`src/rtl/flock_draw_sequencer.sv`:
```
// flock_draw_sequencer: per frame tick, erases then redraws each of NUM_SPRITES birds one pixel per clock,
// then advances every bird; the pixel stream drives a VGA adapter plot port.
module flock_draw_sequencer #(
  parameter int NUM_SPRITES = 4,
  parameter int STEP = 1,
  parameter int SCREEN_W = 160,
  parameter int SCREEN_H = 120,
  parameter int X_INIT = 5,
  parameter int SPACING = 40,
  parameter int Y_INIT = 7,
  parameter logic [2:0] DRAW_COLOUR = 3'b111,
  parameter logic [2:0] ERASE_COLOUR = 3'b000
) (
  input  logic                     CLOCK_50,
  input  logic                     reset,
  input  logic                     start,
  input  logic [NUM_SPRITES-1:0]   enable,
  input  logic [7*NUM_SPRITES-1:0] y_in,
  output logic [7:0]               x_out,
  output logic [6:0]               y_out,
  output logic [2:0]               colour,
  output logic                     plot,
  output logic [2:0]               sprite_idx,
  output logic                     busy,
  output logic                     done
);
  typedef enum logic [1:0] {IDLE, ERASE, DRAW, DONE} state_t;
  localparam logic [2:0] LAST = 3'(NUM_SPRITES - 1);
  state_t state;
  logic [2:0] spr;
  logic [3:0] pix;
  logic [7:0] mask, vis_prev, pose, prev_pose;
  logic [7:0] x_pos [8];
  logic [7:0] prev_x [8];
  logic [6:0] y_pos [8];
  logic [6:0] prev_y [8];
  logic [55:0] y_pad;
  logic [7:0] ax;
  logic [6:0] ay;
  logic ap, erase, draw, inb;
  logic signed [8:0] p9, dx, dy, px, py;
  assign y_pad = 56'(y_in);
  always_ff @(posedge CLOCK_50)
    if (reset) begin
      state <= IDLE;
      spr <= '0;
      pix <= '0;
      mask <= '0;
    end else
      case (state)
        IDLE: if (start) begin
          state <= ERASE;
          spr <= '0;
          pix <= '0;
          mask <= 8'(enable);
        end
        ERASE: begin
          pix <= pix == 4'd9 ? 4'd0 : pix + 4'd1;
          state <= pix == 4'd9 ? DRAW : ERASE;
        end
        DRAW: begin
          pix <= pix == 4'd9 ? 4'd0 : pix + 4'd1;
          state <= pix != 4'd9 ? DRAW : spr == LAST ? DONE : ERASE;
          spr <= pix != 4'd9 ? spr : spr == LAST ? 3'd0 : spr + 3'd1;
        end
        default: state <= IDLE;
      endcase
  // Slots beyond NUM_SPRITES are never selected, so updating them unconditionally is harmless.
  always_ff @(posedge CLOCK_50)
    for (int i = 0; i < 8; i++)
      if (reset) begin
        x_pos[i] <= 8'((X_INIT + i * SPACING) % SCREEN_W);
        prev_x[i] <= 8'((X_INIT + i * SPACING) % SCREEN_W);
        y_pos[i] <= 7'(Y_INIT);
        prev_y[i] <= 7'(Y_INIT);
        pose[i] <= 1'b0;
        prev_pose[i] <= 1'b0;
        vis_prev[i] <= 1'b0;
      end else if (state == DONE) begin
        prev_x[i] <= x_pos[i];
        prev_y[i] <= y_pos[i];
        prev_pose[i] <= pose[i];
        vis_prev[i] <= mask[i];
        x_pos[i] <= 8'(int'(x_pos[i]) + STEP >= SCREEN_W ? int'(x_pos[i]) + STEP - SCREEN_W : int'(x_pos[i]) + STEP);
        y_pos[i] <= int'(y_pad[7*i +: 7]) < SCREEN_H ? y_pad[7*i +: 7] : y_pos[i];
        pose[i] <= ~pose[i];
      end
  always_comb begin
    erase = state == ERASE;
    draw = state == DRAW;
    ax = erase ? prev_x[spr] : x_pos[spr];
    ay = erase ? prev_y[spr] : y_pos[spr];
    ap = erase ? prev_pose[spr] : pose[spr];
    p9 = 9'(pix);
    dx = p9 <= 9'sd1 ? 9'sd0 : p9 <= 9'sd6 ? 9'sd1 - p9 : 9'sd4 - p9;
    dy = p9 == 9'sd1 ? 9'sd1 : p9 >= 9'sd7 ? (ap ? 9'sd6 - p9 : p9 - 9'sd6) : 9'sd0;
    px = $signed({1'b0, ax}) + dx;
    py = $signed({2'b0, ay}) + dy;
    inb = !px[8] && int'(px) < SCREEN_W && !py[8] && int'(py) < SCREEN_H;
    x_out = erase || draw ? px[7:0] : 8'd0;
    y_out = erase || draw ? py[6:0] : 7'd0;
    colour = erase ? ERASE_COLOUR : draw ? DRAW_COLOUR : 3'd0;
    plot = inb && (erase && vis_prev[spr] || draw && mask[spr]);
    sprite_idx = spr;
    busy = state != IDLE;
    done = state == DONE;
  end
endmodule

```
`config.mk`:
```
export PLATFORM = sky130hd
export DESIGN_NAME = flock_draw_sequencer
export DESIGN_NICKNAME = d
export VERILOG_FILES = /design/src/rtl/flock_draw_sequencer.sv
export SDC_FILE = /design/constraint.sdc
export NUM_CORES = 1
export LEC_CHECK = 0
export ABC_AREA = 0
export ABC_CLOCK_PERIOD_IN_PS = 4900
export BUFFER_PORTS_ARGS = -buffer_cell sky130_fd_sc_hd__clkbuf_2
export CORE_MARGIN = 4
export CORE_UTILIZATION = 30
export CTS_BUF_LIST = sky130_fd_sc_hd__clkbuf_2
export CTS_CLUSTER_SIZE = 24
export DETAILED_ROUTE_END_ITERATION = 10
export PLACE_DENSITY = 0.56
export SYNTH_ARGS = -nofsm -noshare
export SYNTH_HDL_FRONTEND = slang
export SYNTH_SLANG_ARGS = --single-unit
```
`constraint.sdc`:
```
create_clock -name CLOCK_50 -period 4.9 [get_ports CLOCK_50]
set_input_delay 0.98 -clock CLOCK_50 [delete_from_list [all_inputs] [get_ports CLOCK_50]]
set_output_delay 0.98 -clock CLOCK_50 [all_outputs]
set_load 0.01 [all_outputs]
```
==> run metrics <==
status finished, violations left; failing checks setup timing; Post-Route WL 33700 um; Net Sw Frac 0.272; chip height 218 um; Setup Viol. Count Final 6; Cell Area, Placed 14600 um2; Vias/cell 4.99; Vias 9739; delay-heaviest family, CP multiplexers; CTS max path bufs 3; relative slew slack 0.553; Mapped Cells 1169; placed wire-length estimate 23100 um; DR DRC count 0; drt pass-1 iters 5; Final Net Count 1410; fill cell count 4289; sw power slightly above 1 mW; Placed Cells 1817; Crit Path Max Fanout 8; critical path arrival 4.40 ns; layout cells sized above 1 0.318; RSZ-0062 raised after global routing yes; worst-margin pin slew around 0.67 ns; Initial Utilization 0.305; min-delay worst type primary input to flop; Crit-path slowest cell mux4_2; f_max 186 MHz; Tot GR Track Use 0.139; nature of the critical path endpoint output pin; Die W 218 um; final hold vios 0; area delta synth->final 20.0%; Site Rows 76; Final Non-Filler Cells 1951; xor/xnor cell area share of the yosys netlist 0.0370; Fin Hold WS 0.353 ns; number of unique standard cell types used by synthesis 69; dpl ws 0.0218 ns; async set-reset flop share out of synthesis 0; Hold Buf Count CTS 0; largest cells by area after synthesis edfxtp_1 (42%), mux4_2 (9.7%), dfxtp_1 (5.6%); most common cell after layout, fill and taps aside edfxtp_1; sequential-to-total area share from yosys stat 0.480; Post-Synth Adder-Cell Area 0.0559; Avg Inst Size Synth 11.3 um2; syn nets 1262; TNS Setup -1.05 ns; Power Total 3.72 mW; initial drt markers 615; Comb power frac 0.085; ys flop type edfxtp_1; Synth top area share 0.424; post-synthesis mux area share 0.126; Required @ worst endpoint 3.92 ns; Pint 2.71 mW; final max-slew violation count 0; overall die area ~48000 um2; Post-Synth Simple-Gate Area 0.181; register area 6370 um2; MaxCap Viol Count 0; clk sinks between 200 and 250; Startpoint Class flop; largest family of logic cells by synthesized area simple AND/OR/NAND/NOR gates; sequential cell fraction of total power 0.566; Tcrit/Tclk final 1.10; Yosys warnings 0; fin crit period 5.38 ns; Worst-Skew Late Latency 0.88 ns; initial antenna violation count 3; crit-path cells buf_6 > mux4_2 > mux4_2 > fa_2 > a211oi_4 > o221ai_2 > o31ai_4 > a211oi_2 > or4b_4 > a211oi_2 > buf_2; Yosys reg bits approximately 220; routed length per instance 17.3 um; H-tree depth 2; cell taking the most area after synthesis edfxtp_1; most frequent cells in the layout edfxtp_1 (187), clkbuf_2 (129), nor2_1 (93), and2_1 (91), buf_4 (80); port bufs 58; utilization after layout 0.366; Clk pwr share 0.349; IO Pins 59; Max IR drop VDD 111 uV; first-pass GRT wire length 53100 um; skew final approximately 0.042 ns; Pleak 5.46 nW; Pwr per Cell Area 234 nW/um2; Crit Path Category flop to output pin; Netlist Area Pre-Place ~13000 um2; Clock transition at path regs about 0.11 ns; Placer Congestion 0.807; largest net degree at the start of global routing 103; min setup slack post-route -0.479 ns; CP bufs+invs 2; final instance area ~16000 um2; vias in the first global route 9555; core area 43400 um2; compound-cell area share of the yosys netlist 0.0890; EDFF count, synth approximately 190; footprint of the multi-input gates 6880 um2; Remaining Overflow, GRT 0; TritonCTS clock tree yes; CTS Root Cell clkbuf_2; Routed Antenna Nets 0; TritonCTS Buffers 56; Worst path max stage delay 0.55 ns
[area by class of cell]
cell class,instances,area share
inverters,37,0.00874
flip-flops and latches,224,0.401
diodes,3,0.000472
well taps,585,0.0461
clock inverters,25,0.00779
repair buffers,156,0.0783
clock buffers,79,0.0249
multi-input cells,842,0.433
[kinds of logic (layout without fill, tap and decap cells)]
group	count (synthesis)	count (layout)
adders and majority gates	58	58
muxes	90	90
DFF	224	224
AOI/OAI and AO/OA	182	182
and+or+nand+nor	456	456
buffers and inverters	103	297
other	0	3
xor gates and xnor gates	56	56
[metal layers]
layer / track usage / wire length (um) / vias up
met5: 0 / 0 / -
met4: 0.0413 / 725 / 0
met3: 0.0321 / 1920 / 52
met2: 0.228 / 16200 / 244
met1: 0.185 / 14900 / 4783
li1: - / - / 4660
[flip-flops by register name, indices dropped and copies added, names as in the netlist, named ones only]
| signal | count |
|---|---|
| prev_x | 64 |
| x_pos | 64 |
| prev_y | 30 |
| y_pos | 30 |
| pose | 8 |
| prev_pose | 8 |
| mask | 4 |
| pix | 4 |
| vis_prev | 4 |
| sprite_idx | 3 |
| state | 2 |
[final timing paths]
kind | from | end | slack (ns) | cells past startpoint
worst min-delay path | enable[2] | mask[2]$_SDFFE_PP0P_ | 0.35 | 3
worst max register to register | x_pos[0][1]$_SDFFCE_PN0P_ | x_pos[0][7]$_SDFFCE_PN0P_ | 2.16 | 10
worst max-delay path | flop | plot | -0.48 | 11
worst min register to register | mask[3]$_SDFFE_PP0P_ | mask[3]$_SDFFE_PP0P_ | 0.49 | 2
[worst register-to-register path, delay by kind of cell, from the launching register on]
kind / cells / cell delay, ns
xor gates and xnor gates: 1 / 0.25
adders and majority gates: 2 / 0.53
AOI/OAI and AO/OA: 2 / 0.29
and+or+nand+nor: 3 / 0.90
buffers and inverters: 2 / 0.24
DFF: 1 / 0.40
[cell usage after synthesis (all sizes together) (35+ instances only)]
master / count
o21ai: 40
mux4: 60
inv: 37
a21oi: 52
nor2: 99
nand2: 81
ha: 56
nand3: 35
clkbuf: 50
or2: 61
and2: 93
dfxtp: 37
edfxtp: 187
[repair_timing]
action                                  in CTS  in global routing
endpoints found under the setup margin      10                 10
pin swaps                                   24                 19
gates resized for setup                     73                 46
cloned                                       3                  0
buffers inserted                            18                  7
[power groups by stage]
stage,Clock [mW],Combinational (mW),Sequential [mW]
after floorplan,0,0.180,2.15
after global placement,0,0.275,2.15
after detailed placement,0,0.279,2.15
after CTS,1.35,0.305,2.11
after global routing,1.46,0.349,2.11
final,1.30,0.318,2.11
Power figures use the tool's default switching activity.
